--- config.mk ---
export PLATFORM = sky130hd
export DESIGN_NAME = vector_writeback_ctrl_flat
export DESIGN_NICKNAME = d
export VERILOG_FILES = /design/src/rtl/vector_writeback_ctrl_pkg.sv /design/src/rtl/vector_writeback_ctrl_if.sv /design/src/rtl/vector_writeback_ctrl_fifo.sv /design/src/rtl/vector_writeback_ctrl.sv /design/src/flat_wrapper.sv
export SDC_FILE = /design/constraint.sdc
export NUM_CORES = 1
export LEC_CHECK = 0
export ABC_AREA = 1
export ABC_CLOCK_PERIOD_IN_PS = 4400
export BUFFER_PORTS_ARGS = -buffer_cell sky130_fd_sc_hd__buf_2
export CAP_MARGIN = 20
export CORE_AREA = 2 2 240 242
export DETAILED_ROUTE_END_ITERATION = 12
export DIE_AREA = 0 0 242 244
export GPL_ROUTABILITY_DRIVEN = 0
export GPL_TIMING_DRIVEN = 0
export PLACE_DENSITY = 0.74
export SETUP_SLACK_MARGIN = 0.15
export SLEW_MARGIN = 20
export SYNTH_ARGS = -nofsm -noshare
export SYNTH_HDL_FRONTEND = slang
export SYNTH_SLANG_ARGS = --single-unit
export TNS_END_PERCENT = 30
--- constraint.sdc ---
create_clock -name clk -period 4.4 [get_ports clk]
set_input_delay 0.66 -clock clk [delete_from_list [all_inputs] [get_ports clk]]
set_output_delay 0.66 -clock clk [all_outputs]
set_load 0.05 [all_outputs]
--- src/rtl/vector_writeback_ctrl_pkg.sv ---
// Shared constants and types for the vector register file writeback controller.
package vector_writeback_ctrl_pkg;

    localparam int unsigned ADDR_W    = 5;
    localparam int unsigned DATA_W    = 64;
    localparam int unsigned NUM_VREGS = 32;

    // FSM encodings kept as plain constants for compatibility with older blocks
    localparam logic [0:0] S_IDLE = 1'b0;
    localparam logic [0:0] S_HI   = 1'b1;

    // Which source owns the write port in a given cycle
    typedef enum logic [1:0] {
        GrantNone = 2'd0,
        GrantMac  = 2'd1,
        GrantAlu  = 2'd2
    } grant_e;

endpackage

--- src/rtl/vector_writeback_ctrl_if.sv ---
// Result inputs and register file write-port outputs of the writeback controller.
interface vector_writeback_ctrl_if #(
    parameter int unsigned ADDR_W = vector_writeback_ctrl_pkg::ADDR_W,
    parameter int unsigned DATA_W = vector_writeback_ctrl_pkg::DATA_W
);
    logic                    alu_valid;
    logic                    alu_ready;
    logic [ADDR_W-1:0]       alu_addr;
    logic [DATA_W-1:0]       alu_data;

    logic                    mac_valid;
    logic                    mac_ready;
    logic [ADDR_W-1:0]       mac_addr;
    logic [2*DATA_W-1:0]     mac_data;
    logic                    mac_pair;

    logic                    W_En;
    logic [ADDR_W-1:0]       W_Addr;
    logic [DATA_W-1:0]       WR;
    logic                    MANDA_En;
    logic [2*DATA_W-1:0]     M_ALU_Out;

    logic [vector_writeback_ctrl_pkg::NUM_VREGS-1:0] busy_mask;
    logic                    idle;

    // Result producers and register file side
    modport master (
        output alu_valid, alu_addr, alu_data,
        output mac_valid, mac_addr, mac_data, mac_pair,
        input  alu_ready, mac_ready,
        input  W_En, W_Addr, WR, MANDA_En, M_ALU_Out, busy_mask, idle
    );

    // Writeback controller side
    modport slave (
        input  alu_valid, alu_addr, alu_data,
        input  mac_valid, mac_addr, mac_data, mac_pair,
        output alu_ready, mac_ready,
        output W_En, W_Addr, WR, MANDA_En, M_ALU_Out, busy_mask, idle
    );

endinterface

--- src/rtl/vector_writeback_ctrl_fifo.sv ---
// In-order FIFO of ALU results; exposes per-slot valid/address for hazard tracking.
module vwb_result_fifo #(
    parameter int unsigned FIFO_DEPTH = 4,
    parameter int unsigned ADDR_W     = 5,
    parameter int unsigned DATA_W     = 64
) (
    input  logic                              clk,
    input  logic                              rst,
    input  logic                              push,
    input  logic [ADDR_W-1:0]                 push_addr,
    input  logic [DATA_W-1:0]                 push_data,
    input  logic                              pop,
    output logic [ADDR_W-1:0]                 head_addr,
    output logic [DATA_W-1:0]                 head_data,
    output logic                              full,
    output logic                              empty,
    output logic [FIFO_DEPTH-1:0]             entry_vld,
    output logic [FIFO_DEPTH-1:0][ADDR_W-1:0] entry_addr
);

    localparam int unsigned PTR_W = $clog2(FIFO_DEPTH);

    logic [PTR_W-1:0]                 wr_ptr_q;
    logic [PTR_W-1:0]                 rd_ptr_q;
    logic [PTR_W:0]                   count_q;
    logic [FIFO_DEPTH-1:0]            vld_q;
    logic [FIFO_DEPTH-1:0][ADDR_W-1:0] addr_mem_q;
    logic [FIFO_DEPTH-1:0][DATA_W-1:0] data_mem_q;
    logic                             do_push;
    logic                             do_pop;

    assign full      = (count_q == (PTR_W+1)'(FIFO_DEPTH));
    assign empty     = (count_q == '0);
    // Full blocks a push even when a pop happens in the same cycle
    assign do_push   = push && !full;
    assign do_pop    = pop && !empty;
    assign head_addr = addr_mem_q[rd_ptr_q];
    assign head_data = data_mem_q[rd_ptr_q];
    assign entry_vld  = vld_q;
    assign entry_addr = addr_mem_q;

    // Pointers, occupancy and per-slot valid bits
    always_ff @(posedge clk) begin
        if (rst) begin
            wr_ptr_q <= '0;
            rd_ptr_q <= '0;
            count_q  <= '0;
            vld_q    <= '0;
        end else begin
            if (do_push) begin
                vld_q[wr_ptr_q] <= 1'b1;
                wr_ptr_q        <= wr_ptr_q + PTR_W'(1);
            end
            if (do_pop) begin
                vld_q[rd_ptr_q] <= 1'b0;
                rd_ptr_q        <= rd_ptr_q + PTR_W'(1);
            end
            unique case ({do_push, do_pop})
                2'b10:   count_q <= count_q + (PTR_W+1)'(1);
                2'b01:   count_q <= count_q - (PTR_W+1)'(1);
                default: count_q <= count_q;
            endcase
        end
    end

    // Entry storage; contents are only meaningful where vld_q is set
    always_ff @(posedge clk) begin
        if (do_push) begin
            addr_mem_q[wr_ptr_q] <= push_addr;
            data_mem_q[wr_ptr_q] <= push_data;
        end
    end

endmodule

--- src/rtl/vector_writeback_ctrl.sv ---
// Orders ALU and MAC results onto the vector register file write port and MANDA latch.
module vector_writeback_ctrl #(
    parameter int unsigned FIFO_DEPTH = 4,
    parameter int unsigned DATA_W     = vector_writeback_ctrl_pkg::DATA_W,
    parameter int unsigned ADDR_W     = vector_writeback_ctrl_pkg::ADDR_W
) (
    input  logic                     clk,
    input  logic                     rst,
    vector_writeback_ctrl_if.slave   bus
);

    import vector_writeback_ctrl_pkg::*;

    logic                              fifo_push;
    logic                              fifo_pop;
    logic [ADDR_W-1:0]                 fifo_head_addr;
    logic [DATA_W-1:0]                 fifo_head_data;
    logic                              fifo_full;
    logic                              fifo_empty;
    logic [FIFO_DEPTH-1:0]             fifo_vld;
    logic [FIFO_DEPTH-1:0][ADDR_W-1:0] fifo_addr;

    logic [0:0]          state_q, state_d;
    logic                last_mac_q, last_mac_d;
    logic                hold_vld_q, hold_vld_d;
    logic                hold_pair_q, hold_pair_d;
    logic [ADDR_W-1:0]   hold_addr_q, hold_addr_d;
    logic [2*DATA_W-1:0] hold_data_q, hold_data_d;
    logic [ADDR_W-1:0]   hold_hi_addr;

    logic                w_en_q, w_en_d;
    logic [ADDR_W-1:0]   w_addr_q, w_addr_d;
    logic [DATA_W-1:0]   wr_q, wr_d;
    logic                manda_en_q, manda_en_d;
    logic [2*DATA_W-1:0] m_alu_out_q, m_alu_out_d;

    logic                mac_take;
    grant_e              grant;
    logic [NUM_VREGS-1:0] busy;

    assign bus.alu_ready = !fifo_full && !rst;
    assign bus.mac_ready = !hold_vld_q && !rst;
    assign fifo_push     = bus.alu_valid && bus.alu_ready;
    assign mac_take      = bus.mac_valid && bus.mac_ready;
    assign fifo_pop      = (grant == GrantAlu);
    // Register index wraps 31 -> 0 by truncation
    assign hold_hi_addr  = hold_addr_q + ADDR_W'(1);

    vwb_result_fifo #(
        .FIFO_DEPTH (FIFO_DEPTH),
        .ADDR_W     (ADDR_W),
        .DATA_W     (DATA_W)
    ) u_fifo (
        .clk        (clk),
        .rst        (rst),
        .push       (fifo_push),
        .push_addr  (bus.alu_addr),
        .push_data  (bus.alu_data),
        .pop        (fifo_pop),
        .head_addr  (fifo_head_addr),
        .head_data  (fifo_head_data),
        .full       (fifo_full),
        .empty      (fifo_empty),
        .entry_vld  (fifo_vld),
        .entry_addr (fifo_addr)
    );

    // Arbitration: MAC and ALU alternate when both are waiting
    always_comb begin
        grant = GrantNone;
        if (state_q == S_IDLE) begin
            if (hold_vld_q && !fifo_empty) begin
                grant = last_mac_q ? GrantAlu : GrantMac;
            end else if (hold_vld_q) begin
                grant = GrantMac;
            end else if (!fifo_empty) begin
                grant = GrantAlu;
            end
        end
    end

    // Next-state for FSM, MAC hold register and write-port outputs
    always_comb begin
        state_d     = state_q;
        last_mac_d  = last_mac_q;
        hold_vld_d  = hold_vld_q;
        hold_pair_d = hold_pair_q;
        hold_addr_d = hold_addr_q;
        hold_data_d = hold_data_q;
        w_en_d      = 1'b0;
        manda_en_d  = 1'b0;
        w_addr_d    = w_addr_q;
        wr_d        = wr_q;
        m_alu_out_d = m_alu_out_q;

        // mac_ready implies the hold is empty, so capture never collides with a clear
        if (mac_take) begin
            hold_vld_d  = 1'b1;
            hold_pair_d = bus.mac_pair;
            hold_addr_d = bus.mac_addr;
            hold_data_d = bus.mac_data;
        end

        if (state_q == S_HI) begin
            w_en_d     = 1'b1;
            w_addr_d   = hold_hi_addr;
            wr_d       = hold_data_q[2*DATA_W-1:DATA_W];
            hold_vld_d = 1'b0;
            state_d    = S_IDLE;
        end else begin
            unique case (grant)
                GrantMac: begin
                    manda_en_d  = 1'b1;
                    m_alu_out_d = hold_data_q;
                    last_mac_d  = 1'b1;
                    if (hold_pair_q) begin
                        w_en_d   = 1'b1;
                        w_addr_d = hold_addr_q;
                        wr_d     = hold_data_q[DATA_W-1:0];
                        state_d  = S_HI;
                    end else begin
                        hold_vld_d = 1'b0;
                    end
                end
                GrantAlu: begin
                    w_en_d     = 1'b1;
                    w_addr_d   = fifo_head_addr;
                    wr_d       = fifo_head_data;
                    last_mac_d = 1'b0;
                end
                default: ;
            endcase
        end
    end

    // State and registered outputs; reset discards any unissued high half
    always_ff @(posedge clk) begin
        if (rst) begin
            state_q     <= S_IDLE;
            last_mac_q  <= 1'b0;
            hold_vld_q  <= 1'b0;
            hold_pair_q <= 1'b0;
            hold_addr_q <= '0;
            hold_data_q <= '0;
            w_en_q      <= 1'b0;
            w_addr_q    <= '0;
            wr_q        <= '0;
            manda_en_q  <= 1'b0;
            m_alu_out_q <= '0;
        end else begin
            state_q     <= state_d;
            last_mac_q  <= last_mac_d;
            hold_vld_q  <= hold_vld_d;
            hold_pair_q <= hold_pair_d;
            hold_addr_q <= hold_addr_d;
            hold_data_q <= hold_data_d;
            w_en_q      <= w_en_d;
            w_addr_q    <= w_addr_d;
            wr_q        <= wr_d;
            manda_en_q  <= manda_en_d;
            m_alu_out_q <= m_alu_out_d;
        end
    end

    // Pending-write mask; the low half of a pair drops once it has been issued
    always_comb begin
        busy = '0;
        for (int unsigned i = 0; i < FIFO_DEPTH; i++) begin
            if (fifo_vld[i]) begin
                busy[fifo_addr[i]] = 1'b1;
            end
        end
        if (hold_vld_q && hold_pair_q) begin
            if (state_q == S_IDLE) begin
                busy[hold_addr_q] = 1'b1;
            end
            busy[hold_hi_addr] = 1'b1;
        end
    end

    assign bus.busy_mask = busy;
    assign bus.idle      = fifo_empty && !hold_vld_q && (state_q == S_IDLE);
    assign bus.W_En      = w_en_q;
    assign bus.W_Addr    = w_addr_q;
    assign bus.WR        = wr_q;
    assign bus.MANDA_En  = manda_en_q;
    assign bus.M_ALU_Out = m_alu_out_q;

endmodule

--- src/flat_wrapper.sv ---
// flat-port wrapper written by rule: the top's interface ports become plain ports
module vector_writeback_ctrl_flat import vector_writeback_ctrl_pkg::*;
#(
    parameter int unsigned FIFO_DEPTH = 4,
    parameter int unsigned DATA_W     = vector_writeback_ctrl_pkg::DATA_W,
    parameter int unsigned ADDR_W     = vector_writeback_ctrl_pkg::ADDR_W
)
  (clk, rst, bus_alu_valid, bus_alu_addr, bus_alu_data, bus_mac_valid, bus_mac_addr, bus_mac_data, bus_mac_pair, bus_alu_ready, bus_mac_ready, bus_W_En, bus_W_Addr, bus_WR, bus_MANDA_En, bus_M_ALU_Out, bus_busy_mask, bus_idle);
  vector_writeback_ctrl_if #(.ADDR_W(ADDR_W), .DATA_W(DATA_W)) bus_i ();
  input  logic clk;
  input  logic rst;
  input wire logic [$bits(bus_i.alu_valid)-1:0] bus_alu_valid;
  input wire logic [$bits(bus_i.alu_addr)-1:0] bus_alu_addr;
  input wire logic [$bits(bus_i.alu_data)-1:0] bus_alu_data;
  input wire logic [$bits(bus_i.mac_valid)-1:0] bus_mac_valid;
  input wire logic [$bits(bus_i.mac_addr)-1:0] bus_mac_addr;
  input wire logic [$bits(bus_i.mac_data)-1:0] bus_mac_data;
  input wire logic [$bits(bus_i.mac_pair)-1:0] bus_mac_pair;
  output wire logic [$bits(bus_i.alu_ready)-1:0] bus_alu_ready;
  output wire logic [$bits(bus_i.mac_ready)-1:0] bus_mac_ready;
  output wire logic [$bits(bus_i.W_En)-1:0] bus_W_En;
  output wire logic [$bits(bus_i.W_Addr)-1:0] bus_W_Addr;
  output wire logic [$bits(bus_i.WR)-1:0] bus_WR;
  output wire logic [$bits(bus_i.MANDA_En)-1:0] bus_MANDA_En;
  output wire logic [$bits(bus_i.M_ALU_Out)-1:0] bus_M_ALU_Out;
  output wire logic [$bits(bus_i.busy_mask)-1:0] bus_busy_mask;
  output wire logic [$bits(bus_i.idle)-1:0] bus_idle;
  assign bus_i.alu_valid = bus_alu_valid;
  assign bus_i.alu_addr = bus_alu_addr;
  assign bus_i.alu_data = bus_alu_data;
  assign bus_i.mac_valid = bus_mac_valid;
  assign bus_i.mac_addr = bus_mac_addr;
  assign bus_i.mac_data = bus_mac_data;
  assign bus_i.mac_pair = bus_mac_pair;
  assign bus_alu_ready = bus_i.alu_ready;
  assign bus_mac_ready = bus_i.mac_ready;
  assign bus_W_En = bus_i.W_En;
  assign bus_W_Addr = bus_i.W_Addr;
  assign bus_WR = bus_i.WR;
  assign bus_MANDA_En = bus_i.MANDA_En;
  assign bus_M_ALU_Out = bus_i.M_ALU_Out;
  assign bus_busy_mask = bus_i.busy_mask;
  assign bus_idle = bus_i.idle;
  vector_writeback_ctrl #(.FIFO_DEPTH(FIFO_DEPTH), .DATA_W(DATA_W), .ADDR_W(ADDR_W)) u_core (.clk(clk), .rst(rst), .bus(bus_i));
endmodule
* After elaboration in Yosys (flattened, before gate mapping) *
Index checks and enable logic that the tools add are counted.

storage, ports and cells
  output and inout port bits = 234
  flip-flop bits (word level) = 623
  word-level logic and storage cells = 147
  input port bits = 207

operators by class
  equality and inequality tests = 6
  $add $sub $neg = 5
  multiplexer cells = 56
  reduce and logical (&&, ||, !) cells = 31
  bitwise logic cells = 10
  $lt $le $gt $ge = 16

operators by type and width
  operator               count
  $bwmux W256            1
  $mux W64               4
  $mux W32               7
  $or A32 B32 Y32        5
  $bmux W64 S2           1
  $demux W64 S2          1
  $pmux W64 S2           1
  $lt A5 B6 Y1 const B   6
  $demux W1 S5           6
  $ge A5 B1 Y1 const B   6
  $bwmux W20             1
  $mux W5                4
  $logic_and A1 B1 Y1    18
  $mux W1                14
  $mux W4                3
  $bmux W5 S2            1
  $demux W5 S2           1
  $mux W2                5
  $pmux W5 S2            1
  $lt A2 B3 Y1 const B   2
  $pmux W3 S2            1
  $reduce_and A2 Y1      3
  $add A5 B1 Y5 const B  1
  $add A2 B1 Y2 const B  2
  19 further kinds       29

* Longest topological paths before layout *
  depth in word-level cells = 16
  mapped depth = 16
  gate-level depth less buffers = 14

* Modules after synthesis *
Synthesis repeated with hierarchy kept, for this count alone.

second synthesis, totals
  cell total of the unflattened synthesis = 2,702
  area, all modules = 25,898.6 um^2

by module, submodules not included
  module                 area each (um^2)  cells an instance  times used  seq. area each (um^2)
  vector_writeback_ctrl  14,488.9          1,939              1           6,726.5
  vwb_result_fifo        11,409.7          763                1           8,508.2

* Worst setup path before layout *
Ideal clock, no wire load.

  path kind = input to register
  start point = in rst
  end point = reg u_core.u_fifo.vld_q[0] (netlist: u_core.u_fifo.entry_vld[0])
  library setup time = 0.082 ns
  stages = 6
  slack = -0.135 ns
  arrival time = 4.454 ns
  data required time = 4.318 ns
  path buffers = 1
  cell sequence = buf_2 clkinv_1 nand3_2 nor2_1 o21ai_0 a21oi_1

between the ends
  longest elaborated chain between the ends = 8

RTL lines
  what                            RTL line                          RTL
  start: declaration              flat_wrapper.sv:11                input logic rst;
  $logic_not A1 Y1                vector_writeback_ctrl.sv:41       assign bus.alu_ready = !fifo_full && !rst;
  $logic_and A1 B1 Y1             vector_writeback_ctrl.sv:41
  $logic_and A1 B1 Y1             vector_writeback_ctrl.sv:43       assign fifo_push = bus.alu_valid && bus.alu_ready;
  $logic_and A1 B1 Y1             vector_writeback_ctrl_fifo.sv:35  assign do_push = push && !full;
  $mux W4                         vector_writeback_ctrl_fifo.sv:50  if (do_push) begin
  $mux W4                         vector_writeback_ctrl_fifo.sv:44  if (rst) begin
  $and A4 B4 Y4 (no line)         --
  $mux W4                         vector_writeback_ctrl_fifo.sv:54  if (do_pop) begin
  end signal: assignment          vector_writeback_ctrl_fifo.sv:48  vld_q <= '0;
  end signal: indexed assignment  vector_writeback_ctrl_fifo.sv:51  vld_q[wr_ptr_q] <= 1'b1;
  end signal: indexed assignment  vector_writeback_ctrl_fifo.sv:55  vld_q[rd_ptr_q] <= 1'b0;
  end: declaration                vector_writeback_ctrl_fifo.sv:26  logic [FIFO_DEPTH-1:0] vld_q;

Several ways; a longest one is shown, not always the timed one. The select of a mux whose other input is x is not followed.
A chain may end at the register's enable or synchronous reset.

* Worst setup path in the final report *
  start point = in rst
  end point = out bus_alu_ready

between the ends
  longest elaborated chain between the ends = 2

RTL lines
  what                 RTL line                     RTL
  $logic_not A1 Y1     vector_writeback_ctrl.sv:41
  $logic_and A1 B1 Y1  vector_writeback_ctrl.sv:41
  end: declaration     flat_wrapper.sv:19           output wire logic [$bits(bus_i.alu_ready)-1:0] bus_alu_ready;

No other way between the ends.

==> run_results.csv <==
group,metric,value,unit
run_status,result_of_the_run,"finished, final reports clean",
routing,detail_route.first_pass.iterations,6,
clock_tree,cts.sinks,623,
floorplanning,placeable_area,0.0562,sq mm
clock_tree,cts_buffer_depth,3,
power_and_ir_drop,total_switching_power,5620,uW
timing,final_critical_path_setup_slack,0.519,ns
power_and_ir_drop,powerDensity,515,mW/mm^2
synth,synth.top_cell.area_share,0.322,
power_and_ir_drop,power_frac_comb,0.234,
clock_tree,path_clk_slew,0.07,ns
worst_hold_path,hold_path_depth,3,
timing,finalWorstPathRequiredPeriod,3.88,ns
final_layout,area_growth,22.1,%
floorplanning,die_area,0.0590,sq mm
routing,detail-route-antenna-nets,0,
synth,post_synthesis_mean_instance_area,8.78,sq um
worst_hold_path,hold_crit_endpoint,"u_core.hold_data_q[104]$_SDFFE_PP0P_",
placed_design,post-dp-hpwl,67.5,mm
power_and_ir_drop,cellLeakagePower,0.0133,uW
timing,max_freq,0.258,GHz
grt,number_of_antenna_violations_at_the_first_check_in_global_routing,23,
floorplanning,ios,441,
setup_path,rr_startpoint,"u_core.state_q$_SDFF_PP0_",
setup_path,required,3.74,ns
placed_design,dp_worst_setup_slack,0.634,ns
clock_tree,total_number_of_h_tree_levels,3,
routing,route.detailed.vias_per_inst,5.58,
synth,synth-seq-cells,623,
timing,setup_repair_after_global_routing_missed_its_margin,"false",
setup_path,timing.critical_path.max_delay_family,"buffers and inverters",
synth,yosysSeqAreaShare,0.592,
setup_path,worst-path-stages,5,
routing,routed_wl,94.2,mm
synth,ys_async_sr_fraction,0,
clock_tree,cts.repair_timing.setup_buffer_count,0,
grt,grt_start_max_net_pins,24,
grt,grt_overflow,0,
routing,routed_wire_length_per_instance,22.0,um
timing,finClkSkew,0.0185,ns
setup_path,crit_path_cell_trace,"buf_2, clkbuf_1, clkbuf_1, a31oi_1, buf_2",
routing,drt_iter0_drc,2702,
grt,grt_util_all_layers,0.306,
grt,grt_first_pass_wirelength,136,mm
setup_path,r2r_setup_slack,0.64,ns
placed_design,numPortBuffers,439,
synth,synthesis.yosys.warnings,0,
power_and_ir_drop,irDropWorstVdd,0.000346,V
routing,via_count,23900,
timing,actual_slew_at_the_worst_max_slew_pin,1.23,ns
synth,syn_nets,3156,
worst_hold_path,hp-class,"input port to flip-flop",
setup_path,reg2regPathDepth,14,
setup_path,critical_path.max_fanout,10,
timing,setup-tns-final,0,ns
grt,vias_in_the_first_global_route,21800,
flow_run,max_cap_viol_count,0,
power_and_ir_drop,power.internal,10600,uW
final_layout,fillCellCount,5090,
synth,syn-instance-count,2933,
setup_path,worstSetupEndpointType,"output port",
setup_path,crit_arrival,3.22,ns
setup_path,critPathSlowestCell,"clkbuf_1",
timing,slew_headroom,0.181,
final_layout,finish.net_count,3676,
worst_hold_path,worstHoldStart,"bus_mac_data[104]",
synth,post_synth_num_cell_types,35,
floorplanning,num_rows,87,
setup_path,crit_path_start_kind,"input port",
synth,synth_top_flop_cell,"dfxtp_1",
floorplanning,chipHeight,244,um
clock_tree,cts_resized,0,
synth,mappedNetlistArea,0.0257,sq mm
clock_tree,root_buffer_cell,"clkbuf_16",
synth,synth_area_leaders,"edfxtp_1 (32%), dfxtp_1 (27%), nand2_1 (12%)",
floorplanning,chip_width,242,um
setup_path,timing.setup.critical_path_class,"input port to output port",
synth,synth_top_cell_by_area,"edfxtp_1",
timing,setup-violations-final,0,
clock_tree,clk_latency,0.62,ns
power_and_ir_drop,power.sequential.fraction,0.420,
final_layout,final_layout_size_suffix_gt1_frac,0.191,
setup_path,crit_path_max_incr_delay,0.95,ns
timing,timing.final.crit_share,0.882,
clock_tree,cts_tree,"built",
clock_tree,tritoncts_buffer_count,67,
floorplanning,initial_utilization,0.458,
power_and_ir_drop,power.switching_fraction,0.347,
routing,drc_errors,0,
clock_tree,hold_buffers,0,
synth,synth-edff-count,276,
timing,drv_slew,0,
power_and_ir_drop,clock_power_share,0.345,
setup_path,regToRegEndpoint,"u_core.bus.WR[51]$_SDFFE_PP0P_",
timing,timing.final.hold_violations,0,
setup_path,cp_num_buf_inv,4,
[power groups by stage]
stage	combinational (uW)	clock (uW)	sequential, uW
detailed placement	3720	0	6910
global route	4040	5830	6840
finish	3790	5590	6800
global placement	3650	0	6920
CTS	3740	5600	6790
floorplan	1510	0	7820
[sequential cells by signal, indices dropped and copies added (netlist names)]
register                  count
u_core.hold_vld_q             1
u_core.bus.M_ALU_Out        128
u_core.u_fifo.count_q         3
u_core.last_mac_q             1
u_core.hold_pair_q            1
u_core.hold_data_q          128
u_core.u_fifo.wr_ptr_q        2
u_core.u_fifo.rd_ptr_q        2
u_core.bus.WR                64
u_core.state_q                1
u_core.u_fifo.entry_vld       4
u_core.bus.MANDA_En           1
u_core.u_fifo.data_mem_q    256
u_core.bus.W_Addr             5
u_core.u_fifo.entry_addr     20
u_core.hold_addr_q            5
u_core.bus.W_En               1
[how the worst max path moves through the flow]
| stage | from | to | slack [ns] |
|---|---|---|---|
| after CTS | rst | bus_alu_ready | 0.59 |
| after global placement | rst | u_core.u_fifo.entry_vld[3]$_SDFF_PP0_ | -2.99 |
| after detailed placement | rst | bus_alu_ready | 0.63 |
| final | rst | bus_alu_ready | 0.52 |
| after global routing | u_core.state_q$_SDFF_PP0_ | u_core.bus.WR[44]$_SDFFE_PP0P_ | 0.44 |
| after floorplan | rst | u_core.u_fifo.entry_vld[0]$_SDFF_PP0_ | -0.14 |
[worst register-to-register path, cell delays in order (launching register included)]
cell,delay [ns]
dfxtp_1,0.32
buf_4,0.21
clkbuf_1,0.47
buf_2,0.45
a211oi_1,0.13
inv_1,0.08
ha_1,0.14
buf_4,0.24
nand2_1,0.08
nand2_1,0.09
nor2_2,0.05
inv_1,0.24
clkbuf_1,0.82
o21ai_0,0.21
a21oi_1,0.16
[cells by family (layout without fill, tap and decap cells)]
logic type               count (synthesis)  count (layout)  share of synthesized area
other                                    0              22                          0
buffers and inverters                  329             903                     0.0562
adder cells (fa/ha/maj)                 16              16                    0.00807
flip-flops                             623             623                      0.592
AND/OR/NAND/NOR                       1339            1339                      0.213
AO/OA/AOI/OAI                          626             626                      0.131
[synthesized netlist by cell type, types with 22 or more instances]
cell      instances
buf_4            37
a21oi_1         273
o21ai_0         250
o31ai_1          68
nand2_1         816
edfxtp_1        276
inv_1           120
nor2_1          207
nand4_1          26
o22ai_1          22
clkbuf_1        100
dfxtp_1         347
nand3_1         253
buf_2            52
nor3_1           27
[metal layers]
metal  share of wire  vias to the layer above  global-route usage  routed length (um)
li1                -                    11000                   -                   -
met1            0.39                    11200               0.400               36800
met2            0.47                     1402               0.489               44000
met3            0.10                      239              0.0785                9820
met4           0.037                       15               0.122                3480
met5          0.0014                        -                   0                 135
[stage by stage]
step           hold WS, ns  area, sq um  total power (uW)   util  instances
2_1_floorplan        0.449        25700              9330      -       2933
3_3_place_gp         0.451        28900             10600  0.514       4128
3_5_place_dp         0.453        29200             10600  0.520       4140
4_1_cts              0.212        31400             16100  0.559       4263
5_1_grt              0.230        31400             16700  0.559       4276
6_report             0.234        31400             16200  0.560       4285
[cell usage in the layout (no fill, tap or decap), drive strengths merged, types with 2 or more instances in the layout]
cell	Yosys	layout
clkinvlp	0	3
buf	103	554
o31ai	68	68
ha	15	15
nand3	254	254
nand2	817	817
clkbuf	100	193
dfxtp	347	347
nor3	28	28
inv	125	134
o22ai	22	22
edfxtp	276	276
o21ai	253	253
o2111ai	2	2
nor2	211	211
a21oi	273	273
diode	0	22
clkinv	1	18
nand4	26	26
or2	2	2
o22a	4	4
[area by class of cell]
cell class | count | area (sq um) | area share
clock inverter | 30 | 293 | 0.00931
sequential | 623 | 15200 | 0.484
multi-input combinational | 1981 | 9100 | 0.289
buffer | 203 | 973 | 0.0310
antenna | 22 | 55.1 | 0.00175
tap | 756 | 946 | 0.0301
timing repair buffer | 451 | 2470 | 0.0787
inverter | 126 | 473 | 0.0150
clock buffer | 93 | 1900 | 0.0604
(Power assumes the default switching activity.)
